[config.mk]
export PLATFORM = sky130hd
export DESIGN_NAME = if_fetch_unit_flat
export DESIGN_NICKNAME = d
export VERILOG_FILES = /design/src/rtl/if_fetch_unit_if.sv /design/src/rtl/if_fetch_unit.sv /design/src/flat_wrapper.sv
export SDC_FILE = /design/constraint.sdc
export NUM_CORES = 1
export LEC_CHECK = 0
export CAP_MARGIN = 5
export CORE_UTILIZATION = 50
export CTS_BUF_LIST = sky130_fd_sc_hd__clkbuf_4
export DETAILED_ROUTE_END_ITERATION = 8
export PLACE_DENSITY = 0.74
export SLEW_MARGIN = 40
export SYNTH_ARGS = -nofsm -noshare
export SYNTH_HDL_FRONTEND = slang
export SYNTH_SLANG_ARGS = --single-unit
[constraint.sdc]
create_clock -name clk -period 9.2 [get_ports clk]
set_clock_uncertainty 0.1 [all_clocks]
set_input_delay 1.84 -clock clk [delete_from_list [all_inputs] [get_ports clk]]
set_output_delay 1.84 -clock clk [all_outputs]
set_load 0.005 [all_outputs]
[src/rtl/if_fetch_unit_if.sv]
// rtl/if_fetch_unit_if.sv - instruction memory request/ack bus between fetch unit and memory
interface if_fetch_unit_if;
    logic        inst_req_o;
    logic [31:0] inst_addr_o;
    logic        inst_ack_i;
    logic [31:0] inst_rdata_i;

    modport master (
        output inst_req_o,
        output inst_addr_o,
        input  inst_ack_i,
        input  inst_rdata_i
    );

    modport slave (
        input  inst_req_o,
        input  inst_addr_o,
        output inst_ack_i,
        output inst_rdata_i
    );
endinterface

[src/rtl/if_fetch_unit.sv]
// rtl/if_fetch_unit.sv - instruction fetch front end: PC, memory req/ack, redirect and skid handling
module if_fetch_unit #(
    parameter logic [31:0] RESET_PC = 32'h0000_0000,
    parameter int          STALL_W  = 7
) (
    input  logic                clk,
    input  logic                rst,
    input  logic [STALL_W-1:0]  stall_i,
    input  logic                flush_i,
    input  logic [31:0]         new_pc_i,
    input  logic                branch_flag_i,
    input  logic [31:0]         branch_target_i,
    if_fetch_unit_if.master     imem,
    output logic [31:0]         if_pc_o,
    output logic [31:0]         if_inst_o,
    output logic                if_valid_o,
    output logic                stallreq_from_if_o
);

    typedef enum logic [1:0] {IDLE, REQ, DROP} state_t;

    state_t      state, state_nxt;
    logic [31:0] pc, pc_nxt;
    logic [31:0] redirect_pc, redirect_pc_nxt;
    logic        redirect_pending, redirect_pending_nxt;
    logic        req_nxt;
    logic [31:0] addr_nxt;
    logic        redirect;
    logic [31:0] redirect_tgt;
    logic        capture;
    logic        skid_valid;
    logic [31:0] skid_pc, skid_inst;
    logic        unused_stall;

    assign unused_stall       = ^stall_i[STALL_W-1:2];
    assign redirect           = flush_i | branch_flag_i;
    assign redirect_tgt       = flush_i ? new_pc_i : branch_target_i;
    assign stallreq_from_if_o = (state == REQ) && !imem.inst_ack_i;

    always_ff @(posedge clk or posedge rst) begin
        if (rst) begin
            state            <= IDLE;
            pc               <= RESET_PC;
            redirect_pc      <= '0;
            redirect_pending <= 1'b0;
            imem.inst_req_o  <= 1'b0;
            imem.inst_addr_o <= RESET_PC;
        end else begin
            state            <= state_nxt;
            pc               <= pc_nxt;
            redirect_pc      <= redirect_pc_nxt;
            redirect_pending <= redirect_pending_nxt;
            imem.inst_req_o  <= req_nxt;
            imem.inst_addr_o <= addr_nxt;
        end
    end

    // A redirect seen in IDLE defers the request one cycle so it always leaves from redirect_pc.
    always_comb begin
        state_nxt            = state;
        pc_nxt               = pc;
        redirect_pc_nxt      = redirect_pc;
        redirect_pending_nxt = redirect_pending;
        req_nxt              = imem.inst_req_o;
        addr_nxt             = imem.inst_addr_o;
        capture              = 1'b0;
        case (state)
            IDLE: begin
                if (!stall_i[0] && !skid_valid && !redirect) begin
                    state_nxt            = REQ;
                    req_nxt              = 1'b1;
                    addr_nxt             = redirect_pending ? redirect_pc : pc;
                    redirect_pending_nxt = 1'b0;
                end
            end
            REQ: begin
                if (imem.inst_ack_i) begin
                    state_nxt = IDLE;
                    req_nxt   = 1'b0;
                    if (!redirect) begin
                        capture = 1'b1;
                        pc_nxt  = imem.inst_addr_o + 32'd4;
                    end
                end else if (redirect) begin
                    state_nxt = DROP;
                end
            end
            DROP: begin
                if (imem.inst_ack_i) begin
                    state_nxt = IDLE;
                    req_nxt   = 1'b0;
                end
            end
            default: state_nxt = IDLE;
        endcase
        if (redirect) begin
            redirect_pc_nxt      = redirect_tgt;
            redirect_pending_nxt = 1'b1;
        end
    end

    // Skid entry is only ever filled from an empty buffer: requests stop while it is occupied.
    always_ff @(posedge clk or posedge rst) begin
        if (rst) begin
            if_pc_o    <= '0;
            if_inst_o  <= '0;
            if_valid_o <= 1'b0;
            skid_valid <= 1'b0;
            skid_pc    <= '0;
            skid_inst  <= '0;
        end else if (redirect) begin
            if_valid_o <= 1'b0;
            skid_valid <= 1'b0;
        end else if (capture) begin
            if (stall_i[1]) begin
                skid_valid <= 1'b1;
                skid_pc    <= imem.inst_addr_o;
                skid_inst  <= imem.inst_rdata_i;
            end else begin
                if_pc_o    <= imem.inst_addr_o;
                if_inst_o  <= imem.inst_rdata_i;
                if_valid_o <= 1'b1;
            end
        end else if (!stall_i[1]) begin
            if (skid_valid) begin
                if_pc_o    <= skid_pc;
                if_inst_o  <= skid_inst;
                if_valid_o <= 1'b1;
                skid_valid <= 1'b0;
            end else begin
                if_valid_o <= 1'b0;
            end
        end
    end

endmodule

[src/flat_wrapper.sv]
// flat-port wrapper written by rule: the top's interface ports become plain ports
module if_fetch_unit_flat 
#(
    parameter logic [31:0] RESET_PC = 32'h0000_0000,
    parameter int          STALL_W  = 7
)
  (clk, rst, stall_i, flush_i, new_pc_i, branch_flag_i, branch_target_i, if_pc_o, if_inst_o, if_valid_o, stallreq_from_if_o, imem_inst_req_o, imem_inst_addr_o, imem_inst_ack_i, imem_inst_rdata_i);
  if_fetch_unit_if imem_i ();
  input  logic clk;
  input  logic rst;
  input  logic [STALL_W-1:0] stall_i;
  input  logic flush_i;
  input  logic [31:0] new_pc_i;
  input  logic branch_flag_i;
  input  logic [31:0] branch_target_i;
  output logic [31:0] if_pc_o;
  output logic [31:0] if_inst_o;
  output logic if_valid_o;
  output logic stallreq_from_if_o;
  output wire logic [$bits(imem_i.inst_req_o)-1:0] imem_inst_req_o;
  output wire logic [$bits(imem_i.inst_addr_o)-1:0] imem_inst_addr_o;
  input wire logic [$bits(imem_i.inst_ack_i)-1:0] imem_inst_ack_i;
  input wire logic [$bits(imem_i.inst_rdata_i)-1:0] imem_inst_rdata_i;
  assign imem_inst_req_o = imem_i.inst_req_o;
  assign imem_inst_addr_o = imem_i.inst_addr_o;
  assign imem_i.inst_ack_i = imem_inst_ack_i;
  assign imem_i.inst_rdata_i = imem_inst_rdata_i;
  if_fetch_unit #(.RESET_PC(RESET_PC), .STALL_W(STALL_W)) u_core (.clk(clk), .rst(rst), .stall_i(stall_i), .flush_i(flush_i), .new_pc_i(new_pc_i), .branch_flag_i(branch_flag_i), .branch_target_i(branch_target_i), .imem(imem_i), .if_pc_o(if_pc_o), .if_inst_o(if_inst_o), .if_valid_o(if_valid_o), .stallreq_from_if_o(stallreq_from_if_o));
endmodule
* Yosys cells after proc, flatten, opt, wreduce, memory -nomap -nowiden
Index checks and enable logic that the tools add are counted.
** Cells by class
- Muxes and demuxes :: 33
- Reduce and logical (&&, ||, !) cells :: 21
- Add/sub/neg operators :: 1
- Bitwise operators :: 3
- Eq/ne operators :: 9
** Operators by type and width (number)
- $mux 32 :: 10
- $add 32x3->32 const B :: 1
- $mux 1 :: 17
- $reduce_and 3->1 :: 5
- $mux 2 :: 4
- $reduce_bool 2->1 :: 4
- $ne 2x1->1 const B :: 3
- $ne 3x2->1 const B :: 2
- $pmux 2 s3 :: 1
- $reduce_and 2->1 :: 3
- $logic_not 1->1 :: 4
- $logic_and 1x1->1 :: 3
- $ne 3x1->1 const B :: 1
- $eq 2x1->1 const B :: 1
- $eq 2x2->1 const B :: 1
- $logic_not 2->1 :: 1
- $ne 2x2->1 const B :: 1
- $not 1->1 :: 2
- $pmux 1 s2 :: 1
- $reduce_or 2->1 :: 1
- $or 1x1->1 :: 1
** Storage, ports and cells
- Word-level logic and storage cells :: 79
- Register bits :: 230

* Logic depth before layout (Yosys ltp)
- Word-level depth :: 6
- Mapped depth :: 9
- Mapped depth without buffers :: 6

* Worst setup path after synthesis
No wires, ideal clock.
- Path kind :: input to output
- Start :: in imem_inst_ack_i
- End :: out stallreq_from_if_o
- Path slack :: 5.305 ns
- Arrival time :: 1.955 ns
- Cell stages on the path :: 1
- Cells stage by stage :: nor2b_1
** Between the ends
- Word-level cells in the longest chain between the ends :: 2
** RTL lines
- from (decl) :: RTL line flat_wrapper.sv:22 : input wire logic [$bits(imem_i.inst_ack_i)-1:0] imem_inst_ack_i;
- $logic_not 1->1 :: RTL line if_fetch_unit.sv:38 : assign stallreq_from_if_o = (state == REQ) && !imem.inst_ack_i;
- $logic_and 1x1->1 :: RTL line if_fetch_unit.sv:38
- to (decl) :: RTL line flat_wrapper.sv:19 : output logic stallreq_from_if_o;
No other way between the ends.

* Worst setup path in the final report
Same ends and word-level chain as after synthesis.

==> results by group <==
Run status
  – Outcome: finished, final reports clean

Critical path
  – Cell repeated most along the worst path: clkdlybuf4s50_1
  – CP max stage delay: between 0.5 and 0.6 ns
  – Slowest cell on crit path: clkdlybuf4s50_1
  – WP data arrival: about 3.1 ns
  – Worst Path Buf+Inv: 2
  – Worst Path Required: 7.26 ns
  – Worst Setup Start Kind: primary input
  – Worst Path Max Fanout: 7
  – Crit path capture type: output port
  – CP Class: primary input to output port
  – Delay-heaviest family, CP: buffers and inverters
  – Critical path, cell by cell: clkdlybuf4s50_1, nor2b_1, clkdlybuf4s50_1

Power
  – Max IR drop VDD: between 0.1 and 0.15 mV
  – Power per cell area: 299.5 mW/mm²
  – LEAKAGE: around 5.9 nW
  – Final total power: just under 4 mW

STA
  – Final period utilization: 0.5473
  – RSZ-0062 raised after global routing: no
  – Worst slew pin tran: slightly above 0.7 ns
  – Highest Clock Rate: about 0.20 GHz
  – Post-route setup TNS: 0 ns
  – Min cycle time layout: ~5 ns
  – Final setup viols: 0
  – Final count of pins violating max slew: 0
  – Relative slew slack: 0.5173
  – Hold Fails Final Rpt: 0

Logic synthesis
  – Net Count, Synth: between 1000 and 1500
  – Seq/Total Area, Yosys: 0.5558
  – Area share of the largest cell type after synthesis: 0.5558
  – Post-synth EDFFs: 0
  – Synthesis Warnings: 0
  – Mapped Avg Cell Area: 10.20 µm²
  – Most common cell in the synthesized netlist: dfrtp_1
  – Synth area leaders: dfrtp_1 56%, nand2_1 7.3%, mux2_2 7.0%
  – Synth async-reset ratio: 1.000
  – Most area-hungry cell type in the Yosys netlist: dfrtp_1
  – Mapped cell area: ~0.010 mm²
  – Mapped Cells: about 1000
  – Main flop type after synthesis: dfrtp_1
  – Post-synth top cells: 230 x dfrtp_1, 201 x nand2_1, 112 x nor2_1, 76 x a31oi_1, 65 x mux2i_1
  – Seq cells post-synth: between 200 and 250
  – Yosys cell types: between 40 and 50

Placement
  – Placed cells: about 1400
  – Routability Congestion: between 0.7 and 0.8
  – DP Wirelength: 15960 µm
  – I/O Buffers: 201

Routing
  – DRC viols: 0
  – Wire length per cell: roughly 17 µm
  – Drt pass-1 iters: 5
  – Total Wirelength: about 25000 µm
  – Via count: ~8000
  – Initial DRC Count: 488
  – Antenna Nets Post-Route: 0
  – Via density: 5.436

Clock tree
  – CTS sink cnt: 230
  – PostCTS Resize Cnt: 0
  – Post-CTS Setup Bufs: 0
  – Reg clk slew, reported paths: 0.06 ns
  – CTS tree: built
  – Clk Tree Root Cell: clkbuf_4
  – Cts bufs inserted: 59
  – Worst skew pair latency: between 0.6 and 0.7 ns
  – Clk buf depth: 3
  – CTS hold repair buffers: 0
  – Max H-tree Level: 2

Floorplanning
  – Core footprint: between 0.02 and 0.025 mm²
  – Std cell rows: 52
  – Die width: between 100 and 150 µm
  – Chip Height: 145.9 µm
  – Starting density of the core: 0.5101
  – DIE AREA: approximately 0.021 mm²
  – Ports: ~210

Flow run
  – Maxcap violations: 0

GRT
  – Antenna violations before repair: 1
  – Largest net degree at the start of global routing: about 110
  – Grt ovf: 0
  – Tot GR Track Use: 0.2412
  – Vias in the first global route: 8066
  – First-pass GRT wire length: 41280 µm

Min path
  – Hold Crit Class: flip-flop to flip-flop

Finish
  – Layout area overhead: 27.27%
  – Fin cells: around 1500
  – NumNets Final: roughly 1300
  – Fill cells: ~1700
  – Fraction of layout cells with a size suffix above 1: 0.1449
[registers in the layout, indices dropped and copies added, names as in the netlist]
signal / cells
u_core.if_inst_o: 32
u_core.if_pc_o: 32
u_core.if_valid_o: 1
u_core.imem.inst_addr_o: 32
u_core.imem.inst_req_o: 1
u_core.pc: 32
u_core.redirect_pc: 32
u_core.redirect_pending: 1
u_core.skid_inst: 32
u_core.skid_pc: 32
u_core.skid_valid: 1
u_core.state: 2
[area by class of cell]
cell class                      count  area (µm²)  area share
Multi-Input combinational cell    701        4235      0.3214
Clock buffer                       88       660.6     0.05013
Timing Repair Buffer              210        2100      0.1593
Inverter                            5       26.28    0.001994
Antenna cell                        1       2.502   0.0001899
Sequential cell                   230        5759      0.4370
Tap cell                          270       337.8     0.02563
Clock inverter                      8       57.56    0.004367
[per-stage QoR]
stage / area [µm²] / setup WS, ns / util / hold WS [ns]
2_1_floorplan: 10350 / 0.9554 / - / 0.3450
3_3_place_gp: 12400 / 4.186 / 0.6110 / 0.3601
3_5_place_dp: 12420 / 4.169 / 0.6121 / 0.3672
4_1_cts: 13140 / 4.169 / 0.6474 / 0.3837
5_1_grt: 13180 / 4.101 / 0.6492 / 0.4040
6_report: 13180 / 4.165 / 0.6492 / 0.3791
[cell families after synthesis]
kind of cell    after synthesis  synth area share
buf+inv                      84           0.04157
mux                         129            0.1324
simple gates                374            0.1532
flops                       230            0.5558
compound gates              180            0.1003
fa+ha+maj                     4          0.004833
xor+xnor                     14           0.01184
[worst paths after layout]
check	slack, ns	depth (start not counted)	start	end
max	4.16	3	imem_inst_ack_i	stallreq_from_if_o
max in group asynchronous	6.16	4	rst	u_core.if_pc_o[12]$_DFFE_PP0P_
min reg2reg	0.38	2	u_core.pc[2]$_DFFE_PP0P_	u_core.pc[2]$_DFFE_PP0P_
min	0.38	2	u_core.pc[2]$_DFFE_PP0P_	u_core.pc[2]$_DFFE_PP0P_
max reg2reg	6.51	7	u_core.state[1]$_DFFE_PP0P_	u_core.if_pc_o[10]$_DFFE_PP0P_
min in group asynchronous	1.48	2	rst	u_core.skid_inst[18]$_DFFE_PP0P_
[worst reg2reg max path: stages (launching register included)]
cell,delay (ns)
dfrtp_1,0.39
inv_1,0.08
ha_1,0.30
nand4bb_4,0.54
a21oi_4,0.30
buf_4,0.58
nor2_1,0.11
a31oi_1,0.17
[placed cells by master, fill, tap and decap left out, types with 2 or more instances in the layout]
cell type and n:
dfrtp_1 229, nand2_1 200, clkdlybuf4s50_1 199, nor2_1 112, clkbuf_4 88, a31oi_1 76, mux2i_1 65, mux2_2 64
o21ai_0 55, a21oi_1 33, nand4_1 11, nand3_1 10, or4_1 10, xor2_1 9, buf_4 7, and3_1 6
o31ai_1 6, xnor2_1 5, or3_1 5, clkinv_1 5, inv_1 4, nor3_1 4, ha_1 4, nor4_1 2
o21bai_1 2, a21o_1 2, and4_1 2, buf_6 2
[power breakdown]
part           leakage, nW  internal [mW]  switching [mW]
logic                 2.65          0.756           0.514
clock network        0.435          0.457           0.391
registers             2.81           1.43           0.396
[metal layers]
layer,GRT usage,wire length [µm],vias to the layer above
met5,0,0,-
met4,0.08947,493,0
met3,0.05611,1947,46
met2,0.3646,11260,308
met1,0.3393,11300,3929
li1,-,-,3941
No activity file was read; power rests on OpenSTA's default activity.
